--- src/rtl/io_fila_entrada_saida.sv ---
// io_fila_entrada_saida
//   Processor I/O unit. Debounces the enter key and queues switch samples
//   in a small FIFO so several values can be keyed ahead of IN. IN stalls
//   while the queue is empty. OUT values are latched as magnitude plus sign
//   for the 7-segment display driver.
// Ports
//   clock, reset            processor clock, synchronous active-high reset
//   enter, entrada          raw key (asynchronous) and raw switches
//   in_req/in_data/in_ack   IN handshake; in_data is the extended FIFO head
//   stall                   IN requested while queue is empty
//   out_req/out_data        OUT request and value
//   segmentos/neg           registered |out value| and its sign
//   nivel, overflow         FIFO occupancy, sticky dropped-press flag
module io_fila_entrada_saida #(
  parameter int DATA_W           = 32,
  parameter int SW_W             = 18,
  parameter int FIFO_DEPTH       = 4,
  parameter int DEBOUNCE_CYCLES  = 4,
  parameter int ENTER_ACTIVE_LOW = 1,
  parameter int SIGN_EXT         = 1
) (
  input  logic                            clock,
  input  logic                            reset,
  input  logic                            enter,
  input  logic [SW_W-1:0]                 entrada,
  input  logic                            in_req,
  output logic [DATA_W-1:0]               in_data,
  output logic                            in_ack,
  output logic                            stall,
  input  logic                            out_req,
  input  logic [DATA_W-1:0]               out_data,
  output logic [DATA_W-1:0]               segmentos,
  output logic                            neg,
  output logic [$clog2(FIFO_DEPTH):0]     nivel,
  output logic                            overflow
);

  localparam int PTR_W   = $clog2(FIFO_DEPTH);
  localparam int NIVEL_W = PTR_W + 1;
  localparam int CNT_W   = $clog2(DEBOUNCE_CYCLES + 1);
  localparam logic IDLE_LEVEL = (ENTER_ACTIVE_LOW != 0);
  localparam logic [CNT_W-1:0] CNT_LAST = CNT_W'(DEBOUNCE_CYCLES - 1);

  typedef enum logic {RELEASED, PRESSED} deb_state_t;

  // Synchroniser: reset to the idle pin level so no false edge appears
  logic sync1_reg, sync2_reg;
  always_ff @(posedge clock) begin
    if (reset) begin
      sync1_reg <= IDLE_LEVEL;
      sync2_reg <= IDLE_LEVEL;
    end else begin
      sync1_reg <= enter;
      sync2_reg <= sync1_reg;
    end
  end

  logic pressed_level;
  assign pressed_level = sync2_reg ^ IDLE_LEVEL;

  // Debouncer
  deb_state_t       state_reg;
  logic [CNT_W-1:0] cnt_reg;
  logic             differ, flip, push_ev;

  assign differ  = pressed_level != (state_reg == PRESSED);
  // The flip edge is also the push edge, so entrada is written on the flip
  assign flip    = differ && (cnt_reg == CNT_LAST);
  assign push_ev = flip && (state_reg == RELEASED);

  always_ff @(posedge clock) begin
    if (reset) begin
      state_reg <= RELEASED;
      cnt_reg   <= '0;
    end else if (!differ) begin
      cnt_reg <= '0;
    end else if (flip) begin
      state_reg <= (state_reg == RELEASED) ? PRESSED : RELEASED;
      cnt_reg   <= '0;
    end else begin
      cnt_reg <= cnt_reg + CNT_W'(1);
    end
  end

  // FIFO
  logic [SW_W-1:0]    mem [FIFO_DEPTH];
  logic [PTR_W-1:0]   wr_ptr_reg, rd_ptr_reg;
  logic [NIVEL_W-1:0] nivel_reg;
  logic               overflow_reg;
  logic               empty, full, pop, push_ok;

  assign empty   = (nivel_reg == '0);
  assign full    = (nivel_reg == NIVEL_W'(FIFO_DEPTH));
  // Reset gating makes stall drop in the reset cycle itself
  assign pop     = in_req && !empty && !reset;
  // A pop in the same cycle frees the slot a full FIFO needs
  assign push_ok = push_ev && (!full || pop) && !reset;

  always_ff @(posedge clock) begin
    if (push_ok) mem[wr_ptr_reg] <= entrada;
  end

  always_ff @(posedge clock) begin
    if (reset) begin
      wr_ptr_reg   <= '0;
      rd_ptr_reg   <= '0;
      nivel_reg    <= '0;
      overflow_reg <= 1'b0;
    end else begin
      if (push_ok) wr_ptr_reg <= wr_ptr_reg + PTR_W'(1);
      if (pop)     rd_ptr_reg <= rd_ptr_reg + PTR_W'(1);
      case ({push_ok, pop})
        2'b10:   nivel_reg <= nivel_reg + NIVEL_W'(1);
        2'b01:   nivel_reg <= nivel_reg - NIVEL_W'(1);
        default: nivel_reg <= nivel_reg;
      endcase
      if (push_ev && full && !pop) overflow_reg <= 1'b1;
    end
  end

  // Head extension to CPU width
  logic [SW_W-1:0]   head;
  logic [DATA_W-1:0] head_ext;
  assign head = mem[rd_ptr_reg];

  generate
    if (SW_W < DATA_W) begin : g_ext
      if (SIGN_EXT != 0) begin : g_sign
        assign head_ext = {{(DATA_W-SW_W){head[SW_W-1]}}, head};
      end else begin : g_zero
        assign head_ext = {{(DATA_W-SW_W){1'b0}}, head};
      end
    end else begin : g_same
      assign head_ext = head;
    end
  endgenerate

  assign in_data  = empty ? '0 : head_ext;
  assign in_ack   = pop;
  assign stall    = in_req && empty && !reset;
  assign nivel    = nivel_reg;
  assign overflow = overflow_reg;

  // OUT path: two's-complement magnitude; the most negative value maps to
  // itself, which reads correctly as an unsigned magnitude
  logic [DATA_W-1:0] seg_reg;
  logic              neg_reg;
  logic [DATA_W-1:0] magnitude;
  assign magnitude = out_data[DATA_W-1] ? (~out_data + DATA_W'(1)) : out_data;

  always_ff @(posedge clock) begin
    if (reset) begin
      seg_reg <= '0;
      neg_reg <= 1'b0;
    end else if (out_req) begin
      seg_reg <= magnitude;
      neg_reg <= out_data[DATA_W-1];
    end
  end

  assign segmentos = seg_reg;
  assign neg       = neg_reg;

endmodule

--- config.mk ---
export PLATFORM = sky130hd
export DESIGN_NAME = io_fila_entrada_saida
export DESIGN_NICKNAME = d
export VERILOG_FILES = /design/src/rtl/io_fila_entrada_saida.sv
export SDC_FILE = /design/constraint.sdc
export NUM_CORES = 1
export LEC_CHECK = 0
export ABC_AREA = 0
export BUFFER_PORTS_ARGS = -buffer_cell sky130_fd_sc_hd__buf_4
export CORE_ASPECT_RATIO = 0.75
export CORE_UTILIZATION = 48
export DETAILED_ROUTE_END_ITERATION = 10
export MAX_ROUTING_LAYER = met4
export PLACE_DENSITY = 0.72
export REMOVE_ABC_BUFFERS = 1
export SETUP_SLACK_MARGIN = 0.4
export SYNTH_ARGS = -nofsm -noshare
export SYNTH_HDL_FRONTEND = slang
export SYNTH_SLANG_ARGS = --single-unit
export TNS_END_PERCENT = 30
--- constraint.sdc ---
create_clock -name clock -period 2.3 [get_ports clock]
set_clock_uncertainty 0.05 [all_clocks]
set_input_delay 0.115 -clock clock [delete_from_list [all_inputs] [get_ports clock]]
set_output_delay 0.115 -clock clock [all_outputs]
set_load 0.05 [all_outputs]
### Word level (Yosys, flattened, before mapping)

Memory sizes are Yosys's and may differ from the RTL's. A register that Yosys moved wholly into a read port is not among the register bits.
Cells that the tools add are included.

| operators by class | value |
|---|---|
| shift operators | 0 |
| add/sub/neg operators | 6 |
| equality and inequality tests | 5 |
| bitwise gates (word level) | 4 |
| reduce and logical (&&, ||, !) cells | 19 |
| divide/modulo/power cells | 0 |
| order comparisons | 0 |
| multiply operators | 0 |
| mux-type cells | 8 |

Operator list:

| cell | number |
|---|---|
| two-way mux 32 bit | 2 |
| adder 32 x 1 -> 32 bit (second input constant) | 1 |
| NOT 32 bit | 1 |
| logical AND 1 bit | 10 |
| adder 3 x 1 -> 3 bit (second input constant) | 2 |
| case mux 3 bit (2 select lines) | 1 |
| adder 2 x 1 -> 2 bit (second input constant) | 2 |
| logical NOT 1 bit | 4 |
| two-way mux 2 bit | 2 |
| == test 3 x 2 -> 1 bit (second input constant) | 1 |
| == test 3 bit (second input constant) | 1 |
| logical NOT 3 bit | 1 |
| two-way mux 1 bit | 3 |
| NOT 1 bit | 3 |
| OR reduction 3 bit | 1 |
| subtractor 3 x 1 -> 3 bit (second input constant) | 1 |
| == test 2 x 1 -> 1 bit (second input constant) | 1 |
| == test 2 bit (second input constant) | 1 |
| AND reduction 2 bit | 1 |
| nonzero test 2 bit | 1 |
| logical OR 1 bit | 1 |
| != test 1 bit | 1 |

| storage, ports and cells | value |
|---|---|
| input bits | 55 |
| bits in latches | 0 |
| ROM bits | 0 |
| word-level logic and storage cells | 53 |
| bits in writable memories | 72 |
| bits in registers | 47 |
| output and inout port bits | 71 |
| memories | 1 |

Memories:

| memory | depth | bits a word | rd ports | clocked after memory_dff | write ports | line | source |
|---|---|---|---|---|---|---|---|
| mem | 4 | 18 | 1 | 1 | 1 | 86 | `logic [SW_W-1:0] mem [FIFO_DEPTH];` |

### Logic depth before layout (Yosys ltp)

Gate-level depths: netlist (run 1).

| logic depth | value |
|---|---|
| depth after elaboration | 9 |
| mapped depth | 11 |
| mapped depth without buffers | 11 |

### Worst setup path before layout (run 1)

Ideal clock, no wire load.

| timing | value |
|---|---|
| path type | reg-to-reg |
| start | register nivel_reg[2] (netlist: nivel[2]) |
| end | register nivel_reg[2] (netlist: nivel[2]) |
| buffers on the path | 0 |
| cell stages (with the launch flop) | 9 |
| period minus slack after synthesis | 3011 ps |
| required time | 2180 ps |
| arrival time | 2890 ps |
| path slack | -711 ps |
| setup time | 70 ps |
| cells stage by stage | dfxtp_1 -> nor3_1 -> nor2_1 -> ha_1 -> inv_1 -> fa_1 -> xor2_1 -> or3_1 -> a21oi_1 |

| between the ends | value |
|---|---|
| word-level cells in the longest chain between the ends | 9 |
| elaborated cells between the ends (all ways) | 15 |
| classes of those cells | add/sub (2); eq/ne (3); mux (1); reduce/logical (9) |

RTL lines:

| what | line | source |
|---|---|---|
| start: declaration | 88 | `logic [NIVEL_W-1:0] nivel_reg;` |
| start signal: assignment | 113 | `2'b10: nivel_reg <= nivel_reg + NIVEL_W'(1);` |
| start signal: assignment | 114 | `2'b01: nivel_reg <= nivel_reg - NIVEL_W'(1);` |
| start signal: assignment | 115 | `default: nivel_reg <= nivel_reg;` |
| logical NOT 3 bit * | 92 | `assign empty = (nivel_reg == '0);` |
| logical NOT 1 bit * | 95 | `assign pop = in_req && !empty && !reset;` |
| logical AND 1 bit * (2 in a row) | 95 |  |
| named net in_ack | 28 | `output logic in_ack,` |
| logical OR 1 bit | 97 | `assign push_ok = push_ev && (!full \|\| pop) && !reset;` |
| logical AND 1 bit (2 in a row) | 97 |  |
| == test 2 x 1 -> 1 bit / == test 2 bit (equally long branches) | 112 | `case ({push_ok, pop})` |
| case mux 3 bit (2 select lines) / nonzero test 2 bit (equally long branches) | n/a |  |

Mark *: on every way through the listed nets, which the timed path passes. The rest lies on a longest branch.
A chain may end at the register's enable or synchronous reset.

### Final worst setup path (run 1)

| timing | value |
|---|---|
| start | register sync2_reg |
| end | register nivel_reg[2] (netlist: nivel[2]) |

| between the ends | value |
|---|---|
| word-level cells in the longest chain between the ends | 8 |
| elaborated cells between the ends (all ways) | 10 |
| classes of those cells | eq/ne (3); mux (1); bitwise (1); reduce/logical (5) |

RTL lines:

| what | line | source |
|---|---|---|
| start: declaration | 47 | `logic sync1_reg, sync2_reg;` |
| start signal: assignment | 54 | `sync2_reg <= sync1_reg;` |
| NOT 1 bit (no source line) * | n/a |  |
| != test 1 bit * | 66 | `assign differ = pressed_level != (state_reg == PRESSED);` |
| logical AND 1 bit * | 68 | `assign flip = differ && (cnt_reg == CNT_LAST);` |
| logical AND 1 bit * | 69 | `assign push_ev = flip && (state_reg == RELEASED);` |
| logical AND 1 bit * (2 in a row) | 97 |  |
| == test 2 x 1 -> 1 bit / == test 2 bit (equally long branches) | 112 |  |
| case mux 3 bit (2 select lines) / nonzero test 2 bit (equally long branches) | n/a |  |

Every way passes the cells marked *; elsewhere a longest branch is shown, timed or not.

==> flow_metrics.tcl, run 1 <==
set metrics [dict create \
    outcome "completed" \
    cell_with_the_most_instances_after_synthesis "edfxtp_1" \
    critPathBufInv 3 \
    grt_pass1_wl_um 20600 \
    design.final.nets 650 \
    groute.usage.overall_pct 24.9 \
    report.final.slew_viol_count 0 \
    rows 32 \
    grt_remaining_overflow 0 \
    cp.depth 10 \
    achievable_frequency_mhz 460 \
    finalPower_uw 5370 \
    die-area_um2 11500 \
    timing.critical_path.max_delay_family "simple AND/OR/NAND/NOR gates" \
    numCtsBuffers 17 \
    layout_setup_ws_ns 0.127 \
    clk_pin_slew_worst_paths_ns 0.05 \
    worst-endpoint-required_ns 2.58 \
    detailed_place_hpwl_um 8420 \
    vdd_drop_max_uv 599 \
    slew-limit-headroom_pct 66.6 \
    ys_async_sr_fraction_pct 0 \
    via_count_of_the_routed_design 3939 \
    synth_commonest_cells "edfxtp_1 (72), dfxtp_1 (49), nor2_1 (34)" \
    critPathMaxStageDelay_ns 0.34 \
    io_buffer_count 125 \
    clock_latency_ns 0.40 \
    synth_top_cell_by_area "edfxtp_1" \
    worst-slew-pin-transition_ns 0.496 \
    synthDistinctLibCells 51 \
    critPathLaunchType "flop" \
    start_util_pct 50.4 \
    final_layout_size_suffix_gt1_share_pct 39.6 \
    die_h_um 93.0 \
    worst_setup_path_end_kind "flop" \
    worst_path_max_delay_cell "dfxtp_1" \
    detailedPlace.worstSlack_ns 0.0499 \
    final_antenna_net_count 0 \
    number_of_flip_flops_and_latches_in_the_synthesized_netlist 121 \
    wl_per_cell_um 17.9 \
    syn_inst 415 \
    cts_root_buffer "clkbuf_16" \
    synth_seq_area_share_pct 59.2 \
    placedInstanceArea_um2 6400 \
    cts_tree "yes" \
    clk_path_buf_depth 2 \
    cellPowerDensity_nw_per_um2 705 \
    final_design_area_no_fill_um2 7610 \
    min_period_ns 2.17 \
    timing.critical_path.mode_cell "buf_4" \
    yosysWarnings 0 \
    final_gp_congestion 0.822 \
    largest_register_ffs 72 \
    clkSinkCount 121 \
    setup_viol 0 \
    crit_type "reg -> reg" \
    maximum_number_of_pins_on_one_net_before_global_route_repair 34 \
    ctsHtreeMaxLevel 4 \
    yosys-top-cells-area "edfxtp_1 (41%), dfxtp_1 (18%), mux4_2 (7.6%)" \
    route.final.wire_length_um 13200 \
    die-width_um 123 \
    routed_via_density 5.35 \
    io-pin-count 126 \
    min_delay_path_depth 3 \
    hold_viol 0 \
    critPathArrivalTime_ns 2.45 \
    antenna_violations_before_repair 1 \
    drt-initial-drc-count 306 \
    worst_hold_path_type "in -> reg" \
    r2r_setup_slack_ns 0.13 \
    worst_hold_slack_ns 0.0268 \
    synthToLayoutAreaGrowth_pct 43.5 \
    cp_max_fo 3 \
    avgSynthCellArea_um2 12.8 \
    leakage_uw 0.00291 \
    floorplan.core_area_um2 10500 \
    via_count_of_the_first_global_routing_pass 4052 \
    largest_register "mem" \
    ys_dominant_reg_cell "edfxtp_1" \
    rsz0062_at_grt "true" \
    syn-cell-area_um2 5310 \
    remaining_drc_errors 0 \
    number_of_enable_type_register_cells_in_the_synthesized_netlist 72 \
    drt-pass1-iter-count 5 \
    final_min_period_over_clock_period_pct 94.5 \
    fill_cells 712 \
    worst-r2r-cell-count 10 \
    timing.critical_path.cells "nor2_1, nand2_4, nor3_2, inv_1, ha_2, buf_4, buf_4, xor2_1, or3_1, a21oi_1" \
    cap_viol_max_count 0 \
    synth_top_area_share_pct 40.8 \
]
[through the flow]
| stage | utilization, % | setup TNS, ns | std cells |
|---|---|---|---|
| 6_report | 72.3 | 0 | 736 |
| 5_1_grt | 72.3 | 0 | 736 |
| 4_1_cts | 70.5 | 0 | 731 |
| 3_5_place_dp | 60.8 | 0 | 658 |
| 3_3_place_gp | 60.8 | 0 | 658 |
| 2_1_floorplan | - | -138.38 | 380 |
[placed cells by master, fill, tap and decap left out, drive strengths merged, types with 2 or more instances in the layout]
| cell type | count |
|---|---|
| nor2 | 34 |
| o311ai | 2 |
| nor3 | 4 |
| nor4 | 6 |
| o41ai | 6 |
| xor2 | 26 |
| ha | 8 |
| or3 | 5 |
| nand2 | 23 |
| clkinv | 8 |
| mux2i | 4 |
| dlygate4sd3 | 39 |
| o31ai | 9 |
| clkbuf | 18 |
| a211oi | 13 |
| inv | 13 |
| nand3 | 6 |
| o21ai | 21 |
| clkinvlp | 5 |
| mux4 | 18 |
| buf | 147 |
| or2 | 4 |
| nor2b | 20 |
| nand2b | 7 |
| or4 | 3 |
| dfxtp | 49 |
| edfxtp | 72 |
| xnor2 | 3 |
| a21oi | 3 |
| and2 | 5 |
[kinds of logic after synthesis]
kind of cell               after synthesis  share of synthesized area [%]
AOI/OAI and AO/OA                       62                           8.49
xor gates and xnor gates                29                           4.79
adders and majority gates                9                           2.26
buffers and inverters                   47                           4.48
DFF                                    121                           59.2
muxes                                   22                           8.40
and+or+nand+nor                        125                           12.3
[path summary, 6_finish.rpt]
kind                              from                    endpoint
hold reg to reg   sync1_reg$_SDFF_PP1_        sync2_reg$_SDFF_PP1_
setup reg to reg  sync2_reg$_SDFF_PP1_       nivel[2]$_SDFFE_PP0P_
setup / recovery  sync2_reg$_SDFF_PP1_       nivel[2]$_SDFFE_PP0P_
hold / removal            out_data[10]  segmentos[10]$_SDFFE_PP0P_
[where the power goes]
part	internal (µW)	leakage, µW	switching, µW	total, µW
Combinational	227	0.00160	328	555
Sequential	2340	0.00105	24.2	2360
Clock	1480	0.000259	969	2450
[routing by layer]
metal | vias to the layer above | track usage (%) | wire, µm
li1 | 1866 | - | -
met2 | 101 | 39.6 | 6620
met3 | 22 | 6.95 | 565
met4 | 0 | 9.54 | 233
met1 | 1950 | 30.2 | 5760
met5 | - | - | 0
[repair_timing]
item	4_1_cts	5_1_grt
pin swaps	3	2
setup endpoints to repair	35	44
gates cloned	0	1
endpoints found under the hold margin	93	0
gates resized for setup	20	37
buffers inserted	2	3
hold buffers	39	0
[cell type report]
type	count	area, µm²	share of cell area (%)
antenna	1	2.50	0.0329
clock buffer	17	425	5.59
clock inverter	15	130	1.71
inverter	12	45.0	0.592
multi-input combinational	247	2060	27.0
sequential	121	3150	41.4
tap	136	170	2.24
timing repair buffer	187	1630	21.4
[worst reg2reg max path, cell delays in order, from the launching register on]
cell and delay [ns]:
dfxtp_1 0.34, nor2_1 0.28, nand2_4 0.09, nor3_2 0.17, inv_1 0.08, ha_2 0.20
buf_4 0.13, buf_4 0.12, xor2_1 0.17, or3_1 0.33, a21oi_1 0.15
Note: power is estimated with default switching activity, not from simulation.
==> inputs of run 2 (changes only) <==
--- a/config.mk
+++ b/config.mk
@@ -13,4 +13,5 @@
 export MAX_ROUTING_LAYER = met4
 export PLACE_DENSITY = 0.72
+export RECOVER_POWER = 50
 export REMOVE_ABC_BUFFERS = 1
 export SETUP_SLACK_MARGIN = 0.4
==> constraint.sdc (replaced) <==
create_clock -name clock -period 2.3 [get_ports clock]
set_clock_uncertainty 0.05 [all_clocks]
set_input_delay 0.46 -clock clock [delete_from_list [all_inputs] [get_ports clock]]
set_output_delay 0.46 -clock clock [all_outputs]
set_load 0.05 [all_outputs]
==> flow_metrics.tcl, run 2 (synthesized netlist as in run 1, its figures left out) <==
set metrics [dict create \
    route.final.wire_length_um 13000 \
    die-area_um2 11500 \
    layout_common_cells "buf_4 (84), edfxtp_1 (72), dfxtp_1 (45)" \
    drt-pass1-iter-count 4 \
    die_h_um 93.0 \
    antenna_cells_inserted 0 \
    clk_pin_slew_worst_paths_ns 0.05 \
    slew-limit-headroom_pct 45.6 \
    start_util_pct 50.4 \
    worst_hold_path_type "in -> reg" \
    wl_per_cell_um 18.0 \
    worst_setup_path_end_kind "primary output" \
    final_gp_congestion 0.868 \
    achievable_frequency_mhz 430 \
    numCtsBuffers 17 \
    min_period_ns 2.32 \
    largest_register "mem" \
    drt-initial-drc-count 256 \
    cts_tree "yes" \
    vdd_drop_max_uv 713 \
    commonest_non_fill_non_tap_cell_in_the_layout "buf_4" \
    rows 32 \
    io_buffer_count 125 \
    critPathArrivalTime_ns 1.81 \
    synthToLayoutAreaGrowth_pct 42.0 \
    grt_remaining_overflow 0 \
    ctsHtreeMaxLevel 4 \
    remaining_drc_errors 0 \
    crit_type "reg -> out" \
    finalPower_uw 5740 \
    clkSinkCount 121 \
    antenna_violations_before_repair 0 \
    cp_max_fo 15 \
    groute.usage.overall_pct 24.2 \
    via_count_of_the_routed_design 3853 \
    worst_hold_slack_ns 0.191 \
    report.final.slew_viol_count 0 \
    violations "negative setup slack" \
    power.share.combinational_pct 8.7 \
    netSwitchingPower_uw 1310 \
    maximum_number_of_pins_on_one_net_before_global_route_repair 37 \
    outcome "complete, but fails checks" \
    rsz0062_at_grt "true" \
    cts-hold-fix-buffers 0 \
    cap_viol_max_count 0 \
    setup_viol 20 \
    layout_setup_ws_ns -0.0242 \
    floorplan.core_area_um2 10500 \
    via_count_of_the_first_global_routing_pass 3855 \
    clock_power_share_pct 50.2 \
    area.sequential_um2 3150 \
    grt_pass1_wl_um 20000 \
    cellPowerDensity_nw_per_um2 763 \
    largest_register_ffs 72 \
    final_antenna_net_count 0 \
    multiInputGateArea_um2 2130 \
    leakage_uw 0.00282 \
    critPathLaunchType "flop" \
    worst-slew-pin-transition_ns 0.817 \
    cts_root_buffer "clkbuf_16" \
    seqPwrFrac_pct 41.1 \
    fill_cells 716 \
    internal-power_uw 4430 \
    hold_viol 0 \
    detailed_place_hpwl_um 8500 \
    routed_via_density 5.36 \
    io-pin-count 126 \
    netSwitchingFraction_pct 22.8 \
    die-width_um 123 \
    worst-endpoint-required_ns 1.79 \
    final_layout_size_suffix_gt1_share_pct 38.1 \
    design.final.nets 634 \
    final_min_period_over_clock_period_pct 101 \
    clock_latency_ns 0.40 \
    clk_path_buf_depth 2 \
]
run 2: what timing repair did:
| action | in CTS | in global routing |
|---|---|---|
| pin swaps | 20 | 23 |
| resized for setup | 67 | 30 |
| cloned | 1 | 1 |
| buffers inserted | 5 | 1 |
| setup endpoints to repair | 119 | 60 |
run 2: metrics by stage:
stage | setup WS, ns | area, µm² | TNS (ns) | instances | utilization [%]
after global placement | -0.114 | 6560 | -0.368 | 679 | 62.3
final | -0.0242 | 7530 | -0.364 | 719 | 71.5
after global routing | -0.0859 | 7530 | -2.27 | 719 | 71.5
after floorplan | -9.21 | 5110 | -150.11 | 380 | -
after CTS | -0.0268 | 7540 | -0.164 | 717 | 71.6
after detailed placement | -0.230 | 6560 | -1.18 | 679 | 62.3
run 2: worst paths after layout:
kind	startpoint	end	slack, ns	depth (start not counted)
max	flop	in_data[20]	-0.02	4
min	enter	sync1_reg$_SDFF_PP1_	0.19	2
max reg2reg	cnt_reg[0]$_SDFF_PP0_	nivel[2]$_SDFFE_PP0P_	0.04	11
min reg2reg	sync1_reg$_SDFF_PP1_	sync2_reg$_SDFF_PP1_	0.36	1
run 2: power groups by stage:
stage / clock network [µW] / logic, µW / registers, µW
global route: 3010 / 531 / 2360
floorplan: 0 / 112 / 2550
finish: 2880 / 502 / 2360
global placement: 0 / 503 / 2410
detailed placement: 0 / 512 / 2410
CTS: 2930 / 532 / 2360
run 2: final cells by class:
cell class              instances  share of cell area (%)
flip-flops and latches        121                    41.9
multi-input cells             248                    28.2
repair buffers                170                    18.4
clock buffers                  17                    5.65
clock inverters                15                    2.97
well taps                     136                    2.26
inverters                      12                   0.598
run 2: worst max-delay path: stages (launching register included):
cell and delay, ns:
dfxtp_4 0.42, mux4_2 0.52, nor2b_4 0.15, buf_12 0.16
buf_6 0.16
run 2: per-layer routing:
layer | up-vias | GRT usage [%] | routed length, µm
li1 | 1830 | - | -
met1 | 1922 | 31.2 | 5750
met2 | 93 | 38.6 | 6490
met3 | 8 | 6.28 | 638
met4 | 0 | 5.72 | 96
met5 | - | - | 0
